===== config.mk =====
export PLATFORM = sky130hd
export DESIGN_NAME = sort_e2_merge
export DESIGN_NICKNAME = d
export VERILOG_FILES = /design/src/rtl/sort_e2_merge.sv
export SDC_FILE = /design/constraint.sdc
export NUM_CORES = 1
export LEC_CHECK = 0
export CAP_MARGIN = 10
export CORE_ASPECT_RATIO = 0.8
export CORE_MARGIN = 5
export CORE_UTILIZATION = 57
export DETAILED_ROUTE_END_ITERATION = 16
export DONT_BUFFER_PORTS = 1
export PLACE_DENSITY = 0.75
export SYNTH_ARGS = -nofsm -noshare
export SYNTH_HDL_FRONTEND = slang
export SYNTH_SLANG_ARGS = --single-unit

===== constraint.sdc =====
create_clock -name sys_clk -period 7.7 [get_ports sys_clk]
set_clock_uncertainty 0.15 [all_clocks]
set_input_delay 1.54 -clock sys_clk [delete_from_list [all_inputs] [get_ports sys_clk]]
set_output_delay 1.54 -clock sys_clk [all_outputs]
set_load 0.05 [all_outputs]

===== src/rtl/sort_e2_merge.sv =====
// sort_e2_merge - second-stage top-5 merger.
//
// Takes the two descending 5-entry candidate lists (low half and high half)
// that the E1 sorter produces for each line. Merges them with the running
// top-5 of the frame over five cycles, one output slot per cycle. Candidate
// indices are rewritten as global element numbers: {line, local position}.
// When the frame's last line has been merged, the result is presented on
// topk_out0..4 with a one-cycle topk_valid pulse, and the running top-5 is
// re-armed for the next frame.
//
// Ports
//   sys_clk, sys_rst          clock, synchronous active-high reset
//   sorter_clr                synchronous clear, same effect as reset
//   E1L_sorter_out0..4        low-half candidates {index, data}, descending
//   E1H_sorter_out0..4        high-half candidates {index, data}, descending
//   E1_sort_en                one-cycle strobe, candidates valid
//   E1_last_sort              qualifies E1_sort_en: last line of the frame
//   E1_index_counter          line count, already incremented (line = cnt-1)
//   topk_out0..4              global top-5, descending
//   topk_valid                one-cycle strobe, topk_out* updated
//   topk_busy                 high while a merge is in progress
//   err_overrun               sticky: a strobe arrived while busy
module sort_e2_merge #(
    parameter int                    Data_Width  = 8,
    parameter int                    Index_Width = 16,
    parameter logic [Data_Width-1:0] MIN         = 8'h80
) (
    input  logic                              sys_clk,
    input  logic                              sys_rst,
    input  logic                              sorter_clr,
    input  logic [Index_Width+Data_Width-1:0] E1L_sorter_out0,
    input  logic [Index_Width+Data_Width-1:0] E1L_sorter_out1,
    input  logic [Index_Width+Data_Width-1:0] E1L_sorter_out2,
    input  logic [Index_Width+Data_Width-1:0] E1L_sorter_out3,
    input  logic [Index_Width+Data_Width-1:0] E1L_sorter_out4,
    input  logic [Index_Width+Data_Width-1:0] E1H_sorter_out0,
    input  logic [Index_Width+Data_Width-1:0] E1H_sorter_out1,
    input  logic [Index_Width+Data_Width-1:0] E1H_sorter_out2,
    input  logic [Index_Width+Data_Width-1:0] E1H_sorter_out3,
    input  logic [Index_Width+Data_Width-1:0] E1H_sorter_out4,
    input  logic                              E1_sort_en,
    input  logic                              E1_last_sort,
    input  logic [Index_Width-1:0]            E1_index_counter,
    output logic [Index_Width+Data_Width-1:0] topk_out0,
    output logic [Index_Width+Data_Width-1:0] topk_out1,
    output logic [Index_Width+Data_Width-1:0] topk_out2,
    output logic [Index_Width+Data_Width-1:0] topk_out3,
    output logic [Index_Width+Data_Width-1:0] topk_out4,
    output logic                              topk_valid,
    output logic                              topk_busy,
    output logic                              err_overrun
);

    localparam int EW     = Index_Width + Data_Width;
    localparam int LINE_W = Index_Width - 5;
    localparam logic [EW-1:0] SENT = {{Index_Width{1'b1}}, MIN};

    typedef enum logic {IDLE, MERGE} state_t;
    typedef enum logic [1:0] {SEL_OLD, SEL_L, SEL_H} sel_t;

    state_t          state;
    logic   [EW-1:0] held  [5];
    logic   [EW-1:0] old_q [5];
    logic   [EW-1:0] lst_l [5];
    logic   [EW-1:0] lst_h [5];
    logic   [EW-1:0] topk_q[5];
    logic   [2:0]    p_o, p_l, p_h;
    logic   [2:0]    k;
    logic            last_q;

    logic   [EW-1:0] in_l [5];
    logic   [EW-1:0] in_h [5];

    assign in_l[0] = E1L_sorter_out0;
    assign in_l[1] = E1L_sorter_out1;
    assign in_l[2] = E1L_sorter_out2;
    assign in_l[3] = E1L_sorter_out3;
    assign in_l[4] = E1L_sorter_out4;
    assign in_h[0] = E1H_sorter_out0;
    assign in_h[1] = E1H_sorter_out1;
    assign in_h[2] = E1H_sorter_out2;
    assign in_h[3] = E1H_sorter_out3;
    assign in_h[4] = E1H_sorter_out4;

    assign topk_out0 = topk_q[0];
    assign topk_out1 = topk_q[1];
    assign topk_out2 = topk_q[2];
    assign topk_out3 = topk_q[3];
    assign topk_out4 = topk_q[4];

    // Line number wraps modulo 2^LINE_W; only local position bits [4:0]
    // of each candidate index are meaningful.
    logic [Index_Width-1:0] line_full;
    logic [LINE_W-1:0]      line_num;
    assign line_full = E1_index_counter - 1'b1;
    assign line_num  = line_full[LINE_W-1:0];

    logic unused_bits;
    always_comb begin
        unused_bits = ^line_full[Index_Width-1:LINE_W];
        for (int i = 0; i < 5; i++) begin
            unused_bits = unused_bits ^ (^in_l[i][EW-1:Data_Width+5])
                                      ^ (^in_h[i][EW-1:Data_Width+5]);
        end
    end

    function automatic logic [EW-1:0] globalize(input logic [EW-1:0] cand,
                                                 input logic [LINE_W-1:0] line);
        return {line, cand[Data_Width+4:Data_Width], cand[Data_Width-1:0]};
    endfunction

    // Head of each list; an exhausted list (pointer 5) presents the sentinel.
    logic [EW-1:0] head_o, head_l, head_h, sel_entry;
    logic signed [Data_Width-1:0] d_o, d_l, d_h;
    sel_t sel;

    always_comb begin
        head_o = SENT;
        head_l = SENT;
        head_h = SENT;
        for (int i = 0; i < 5; i++) begin
            if (p_o == 3'(i)) head_o = old_q[i];
            if (p_l == 3'(i)) head_l = lst_l[i];
            if (p_h == 3'(i)) head_h = lst_h[i];
        end
        d_o = signed'(head_o[Data_Width-1:0]);
        d_l = signed'(head_l[Data_Width-1:0]);
        d_h = signed'(head_h[Data_Width-1:0]);
        // >= gives ties to the earlier list: old over L, L over H.
        if (d_o >= d_l && d_o >= d_h) begin
            sel       = SEL_OLD;
            sel_entry = head_o;
        end else if (d_l >= d_h) begin
            sel       = SEL_L;
            sel_entry = head_l;
        end else begin
            sel       = SEL_H;
            sel_entry = head_h;
        end
    end

    always_ff @(posedge sys_clk) begin
        if (sys_rst || sorter_clr) begin
            state       <= IDLE;
            p_o         <= '0;
            p_l         <= '0;
            p_h         <= '0;
            k           <= '0;
            last_q      <= 1'b0;
            topk_valid  <= 1'b0;
            topk_busy   <= 1'b0;
            err_overrun <= 1'b0;
            for (int i = 0; i < 5; i++) begin
                held[i]   <= SENT;
                old_q[i]  <= SENT;
                lst_l[i]  <= SENT;
                lst_h[i]  <= SENT;
                topk_q[i] <= '0;
            end
        end else begin
            topk_valid <= 1'b0;
            case (state)
                IDLE: begin
                    if (E1_sort_en) begin
                        state     <= MERGE;
                        topk_busy <= 1'b1;
                        last_q    <= E1_last_sort;
                        p_o       <= '0;
                        p_l       <= '0;
                        p_h       <= '0;
                        k         <= '0;
                        for (int i = 0; i < 5; i++) begin
                            old_q[i] <= held[i];
                            lst_l[i] <= globalize(in_l[i], line_num);
                            lst_h[i] <= globalize(in_h[i], line_num);
                        end
                    end
                end
                MERGE: begin
                    if (E1_sort_en) err_overrun <= 1'b1;
                    case (sel)
                        SEL_OLD: p_o <= p_o + 3'd1;
                        SEL_L:   p_l <= p_l + 3'd1;
                        default: p_h <= p_h + 3'd1;
                    endcase
                    if (k == 3'd4) begin
                        state     <= IDLE;
                        topk_busy <= 1'b0;
                        if (last_q) begin
                            // Final slot goes straight to the output; held
                            // is re-armed for the next frame in the same edge.
                            for (int i = 0; i < 4; i++) topk_q[i] <= held[i];
                            topk_q[4]  <= sel_entry;
                            topk_valid <= 1'b1;
                            for (int i = 0; i < 5; i++) held[i] <= SENT;
                        end else begin
                            held[4] <= sel_entry;
                        end
                    end else begin
                        for (int i = 0; i < 4; i++) begin
                            if (k == 3'(i)) held[i] <= sel_entry;
                        end
                        k <= k + 3'd1;
                    end
                end
                default: state <= IDLE;
            endcase
        end
    end

endmodule


==> results.json, run 1 <==
{
  "finalCritPeriodShare_pct": 71.2,
  "ctsResizeCount": 0,
  "timing.slew.headroom_pct": 21.9,
  "maxSlewViolCount": 0,
  "drc_errors": 0,
  "postCtsHoldBufs": 0,
  "cp.depth": 13,
  "path_cells": "ha_1 -> ha_1 -> or2_2 -> a21oi_1 -> a221oi_1 -> inv_1 -> ha_1 -> nand4_1 -> o211ai_2 -> a221oi_4 -> mux2_2 -> mux2_2 -> nor2_1",
  "mappedNetlistArea_um2": 22300,
  "cts_root_buf": "clkbuf_16",
  "grt_pass1_vias": 13200,
  "post-synth-top-area-cell": "edfxtp_1",
  "setup_ws_ns": 2.22,
  "start_util_pct": 57.9,
  "synthMostInstantiatedCell": "edfxtp_1",
  "grt_start_max_net_pins": 118,
  "holdPathStages": 1,
  "clk_latency_ns": 0.57,
  "cts_buffers": 48,
  "cts_tree": "done",
  "async_flop_share_pct": 0,
  "finalHoldViolations": 0,
  "netlist_top_cells_count": "edfxtp_1 (501), or3_1 (148), and3_1 (121)",
  "yosys_warnings": 0,
  "cts_num_sinks": 518,
  "critical-path-max-stage-delay_ns": 0.95,
  "endpoint_kind": "flip-flop",
  "gp_congestion": 0.861,
  "fmax_ghz": 0.182,
  "ys_types": 57,
  "slowest_stage": "a221oi_4",
  "fin_nets": 1932,
  "synth_top_area_share_pct": 67.6,
  "maxCapViolCount": 0,
  "fin_tns_setup_ns": 0,
  "die_h_um": 187,
  "area_delta_synth_final_pct": 8.39,
  "grtUsageTotal_pct": 24.4,
  "ys_ff_latch": 518,
  "rsz0062_at_grt": "no",
  "row_count": 64,
  "ys_seq_area_share_pct": 69.1,
  "wirelength_um": 53900,
  "clockBufferDepth": 3,
  "via_per_inst": 6.32,
  "min_path_type": "flip-flop to flip-flop",
  "grt_remaining_overflow": 0,
  "vias": 13700,
  "place.detailed.hpwl_um": 35100,
  "cp_top_family": "compound AO/OA/AOI/OAI gates",
  "path_max_fanout": 18,
  "status": "complete, no violations",
  "io_buffers": 0,
  "syn_area_per_cell_um2": 13.2,
  "cp_common_cell": "ha_1",
  "path_buf_inv": 1,
  "grt_pass1_wl_um": 81200,
  "synth_enable_flop_cells": 501,
  "rr_worst_depth": 13,
  "crit_type": "flip-flop to flip-flop",
  "post_cts_buffers": 0,
  "drtAntennaViolNets": 0,
  "antenna_found_initial": 7,
  "wl_per_cell_um": 24.9,
  "ios": 384,
  "drtIter0Drc": 1585,
  "power-per-cell-area_nw_per_um2": 245,
  "crit_path_start_kind": "flip-flop",
  "drive_gt1_share_pct": 6.62,
  "fillers": 2836,
  "setup_violations": 0,
  "place_ws_ns": 2.28,
  "dr.pass1.iters": 5,
  "critical_path_required_ns": 7.92,
  "arrival_ns": 5.71,
  "die_x_um": 231,
  "r2r_slack_ns": 2.22,
  "design.core.area_um2": 38400,
  "clkTransAtPathRegs_ns": 0.06,
  "synthCells": 1682,
  "period_needed_ns": 5.48,
  "cts.htree.levels": 2,
  "die-area_um2": 43100,
  "synthesis.nets": 1988,
  "ys.flop_type": "edfxtp_1",
  "synth_area_leaders": "edfxtp_1 (68%), or3_1 (4.2%), and3_1 (3.4%)",
  "ir_drop_mv": 0.154,
  "worst_pin_slew_ns": 1.17,
  "p_leak_nw": 8.34
}
[stage by stage]
stage / instance area [µm²] / hold WS, ns / utilization, % / cells / power, W
4_1_cts: 24100 / 0.352 / 62.8 / 2157 / 0.00596
2_1_floorplan: 22300 / 0.308 / - / 1682 / 0.00358
5_1_grt: 24100 / 0.356 / 62.8 / 2161 / 0.00612
3_5_place_dp: 22600 / 0.340 / 58.8 / 2071 / 0.00367
6_report: 24100 / 0.350 / 62.8 / 2163 / 0.00592
3_3_place_gp: 22600 / 0.329 / 58.8 / 2071 / 0.00366
[layer usage]
metal  part of all wire [%]  vias up  global-route usage (%)
met5                  0.024        -                       0
met4                    2.1        2                    6.17
met3                    8.9       87                    4.91
met2                     46      663                    36.3
met1                     43     6729                    37.3
li1                       -     6188                       -
[placed cells by master, fill, tap and decap left out, types with 4 or more instances in the layout]
cell        netlist  routed
a2111oi_0         4       4
a211oi_1          8       8
a21oi_1          90      90
a221o_1           5       5
a221oi_1         19      19
a22oi_1           9       9
and2_1           99     100
and3_1          121     121
buf_4             2      20
bufinv_16         0       4
clkbuf_1        106       9
clkbuf_16         0      48
clkbuf_8          0       4
clkinv_1          0      13
clkinvlp_4        0       4
dfxtp_1          17      17
diode_2           0       6
edfxtp_1        501     501
ha_1             45      45
inv_1            58      56
mux2i_1          17      17
nand2_1          91      88
nand2b_1          5       5
nand3_1          12      12
nand3b_1          8       8
nor2_1           64      63
nor2b_1          23      22
nor3_1           31      31
nor3b_1          19      19
nor4_1           12      12
o21ai_0          59      56
o21ai_1           7       7
o221a_1          10      10
o221ai_1          6       6
o22ai_1          15      15
o31ai_1           8       8
or3_1           148     148
xnor2_1           7       7
[power by group]
part	leakage, nW	switching (W)	internal [W]
Combinational	2.69	0.000230	0.0000807
Clock	0.731	0.000997	0.00132
Sequential	4.92	0.000131	0.00317
Total	8.34	0.00136	0.00457
[sequential cells by signal, summed over array words and instances (netlist names)]
register / flops
held: 120
old_q: 120
topk_q: 120
lst_l: 76
lst_h: 65
k: 3
p_h: 3
p_l: 3
p_o: 3
err_overrun: 1
last_q: 1
state: 1
topk_busy: 1
topk_valid: 1
[area by class of cell]
cell class / count / area, µm² / share of cell area [%]
Multi-Input combinational cell: 978 / 6200 / 25.7
Clock inverter: 25 / 231 / 0.959
Sequential cell: 518 / 15400 / 63.7
Timing Repair Buffer: 21 / 170 / 0.705
Clock buffer: 61 / 1290 / 5.34
Tap cell: 495 / 619 / 2.57
Inverter: 59 / 225 / 0.933
Antenna cell: 6 / 15.0 / 0.0622
[kinds of logic after synthesis]
family,Yosys count,synth area share [%]
xor gates and xnor gates,8,0.315
and+or+nand+nor,647,16.4
adders and majority gates,45,2.53
buffers and inverters,186,3.30
muxes,19,0.865
AOI/OAI and AO/OA,259,7.45
DFF,518,69.1
[worst paths after layout]
| kind | start | end |
|---|---|---|
| setup / recovery | p_l[0] | held[0][72] |
| hold reg to reg | held[0][119] | old_q[0][119] |
| setup reg to reg | p_l[0] | held[0][72] |
| hold / removal | held[0][119] | old_q[0][119] |
Note: power is estimated with default switching activity, not from simulation.
==> inputs of run 2 (changes only) <==
==> constraint.sdc (replaced) <==
create_clock -name sys_clk -period 4.8 [get_ports sys_clk]
set_clock_uncertainty 0.15 [all_clocks]
set_input_delay 0.96 -clock sys_clk [delete_from_list [all_inputs] [get_ports sys_clk]]
set_output_delay 0.96 -clock sys_clk [all_outputs]
set_load 0.05 [all_outputs]
==> run 2 against run 1 <==
Net effect: sequential share of layout area decreased by 0.98 points; die area unchanged; first-iteration DRC count increased by 3.5%; setup slack got worse by 2.0 ns; critical path depth unchanged; sequential power increased by 60%; clock power increased by 56%; final cell count increased by 1.9%; wire length decreased by 0.78%; combinational power increased by 76%; critical path type unchanged; critical endpoint is now held[0][113].
==> results.json, run 2 (same netlist as run 1, synthesis figures left out) <==
{
  "min_path_type": "flip-flop to flip-flop",
  "grtUsageTotal_pct": 24.0,
  "cts_buffers": 48,
  "fmax_ghz": 0.218,
  "wl_met2_um": 25000,
  "cts.htree.levels": 2,
  "cp_common_cell": "ha_1",
  "drtAntennaViolNets": 0,
  "crit_path_start_kind": "flip-flop",
  "dr_wl_met3_um": 4690,
  "r2r_slack_ns": 0.22,
  "drive_gt1_share_pct": 9.61,
  "path_buf_inv": 3,
  "finalCritPeriodShare_pct": 95.5,
  "post_cts_buffers": 0,
  "maxCapViolCount": 0,
  "place_ws_ns": 0.137,
  "rr_startpoint": "p_o[0]",
  "clkTransAtPathRegs_ns": 0.06,
  "gp_congestion": 0.875,
  "cts_num_sinks": 518,
  "grt_pass1_vias": 13400,
  "cts_tree": "done",
  "cp.depth": 13,
  "min-delay-start": "last_q",
  "period_needed_ns": 4.58,
  "reg_top3": "held x120, old_q x120, topk_q x120",
  "fin_tns_setup_ns": 0,
  "io_buffers": 0,
  "rsz0062_at_grt": "no",
  "startpoint": "p_o[0]",
  "status": "complete, no violations",
  "fillers": 2803,
  "path_cells": "inv_1 -> ha_1 -> a21oi_1 -> o21ai_0 -> ha_1 -> a21o_1 -> a2111oi_0 -> o32ai_1 -> and2_1 -> buf_12 -> nor4_1 -> nor2_1 -> buf_4",
  "ios": 384,
  "clk_latency_ns": 0.57,
  "finalHoldViolations": 0,
  "top_layer_used": "met4",
  "timing.slew.headroom_pct": 18.2,
  "antenna_found_initial": 3,
  "die-area_um2": 43100,
  "power-per-cell-area_nw_per_um2": 386,
  "critical_path_required_ns": 4.96,
  "cts_root_buf": "clkbuf_16",
  "critical-path-max-stage-delay_ns": 0.70,
  "vias": 13700,
  "fin_nets": 1978,
  "endpoint_kind": "flip-flop",
  "clockBufferDepth": 3,
  "drc_errors": 0,
  "slowest_stage": "ha_1",
  "maxSlewViolCount": 0,
  "start_util_pct": 57.9,
  "wirelength_um": 53500,
  "worst_pin_slew_ns": 1.23,
  "grt_start_max_net_pins": 197,
  "area_delta_synth_final_pct": 10.1,
  "totalPowerFinal_w": 0.00946,
  "ir_drop_mv": 0.301,
  "holdPathStages": 2,
  "arrival_ns": 4.75,
  "grt_pass1_wl_um": 80300,
  "die_h_um": 187,
  "fin_util_pct": 63.8,
  "rr_worst_depth": 13,
  "setup_violations": 0,
  "place.detailed.hpwl_um": 35600,
  "layout_common_cells": "edfxtp_1 (501), or3_1 (148), and3_1 (121)",
  "row_count": 64,
  "crit_type": "flip-flop to flip-flop",
  "via_per_inst": 6.20,
  "drtIter0Drc": 1640,
  "grt_remaining_overflow": 0,
  "design.core.area_um2": 38400,
  "setup_ws_ns": 0.218,
  "cp_top_family": "compound AO/OA/AOI/OAI gates",
  "postCtsHoldBufs": 0,
  "final_common_cell": "edfxtp_1",
  "path_max_fanout": 21,
  "p_leak_nw": 8.56,
  "wl_per_cell_um": 24.3,
  "drt-met1-wl_um": 22800,
  "final_cells": 2204,
  "dp.cells": 2117,
  "die_x_um": 231,
  "dr.pass1.iters": 5
}
[run 2: cell count changes in the layout (fill, tap and decap cells not counted), sizes merged]
cell      previous run  this run
buf                 21        67
clkinvlp             4         1
diode                6         3
clkbuf              61        63
bufinv               4         3
[run 2: final cells by class]
class / instances / area [µm²] / area share [%]
sequential: 518 / 15400 / 62.8
clock buffer: 63 / 1270 / 5.17
antenna: 3 / 7.51 / 0.0306
timing repair buffer: 67 / 566 / 2.31
inverter: 59 / 225 / 0.919
multi-input combinational: 978 / 6260 / 25.5
clock inverter: 21 / 185 / 0.755
tap: 495 / 619 / 2.53
[run 2: worst paths after layout]
| path | to |
|---|---|
| setup / recovery | held[0][113] |
| setup reg to reg | held[0][113] |
| hold reg to reg | last_q |
| hold / removal | last_q |
[run 2: per-stage QoR]
step / instance area [µm²] / hold WS, ns
after floorplan: 22300 / 0.308
after global routing: 24500 / 0.361
final: 24500 / 0.349
after detailed placement: 23000 / 0.337
after CTS: 24500 / 0.346
after global placement: 23000 / 0.331
[run 2: where the power goes]
| part | switching, W | total [W] | internal, W | leakage [nW] |
|---|---|---|---|---|
| clock network | 0.00160 | 0.00361 | 0.00202 | 0.713 |
| logic | 0.000380 | 0.000548 | 0.000169 | 2.92 |
| registers | 0.000208 | 0.00529 | 0.00509 | 4.92 |
[run 2: what timing repair did]
item                                    4_1_cts  5_1_grt
endpoints found under the hold margin         0        0
resized for setup                             0       11
endpoints found under the setup margin        0      135
[run 2: metal layers]
layer  up-vias  track usage (%)
li1       6261                -
met1      6746             35.2
met2       581             37.3
met3        71             5.06
met4         0             5.76
met5         -                0
[run 2: worst register-to-register path, delay by kind of cell (launching register included)]
family          cells  cell delay (ns)
compound gates      5             1.54
fa+ha+maj           2             1.05
buf+inv             3             0.50
flops               1             0.35
simple gates        3             0.74
==> inputs of run 3 (changes only) <==
--- a/config.mk
+++ b/config.mk
@@ -12,6 +12,7 @@
 export DETAILED_ROUTE_END_ITERATION = 16
 export DONT_BUFFER_PORTS = 1
 export PLACE_DENSITY = 0.75
+export SKIP_LAST_GASP = 1
 export SYNTH_ARGS = -nofsm -noshare
 export SYNTH_HDL_FRONTEND = slang
 export SYNTH_SLANG_ARGS = --single-unit
==> results of run 3 <==
Same layout as run 2: the final DEF is identical, and so are final timing and power.
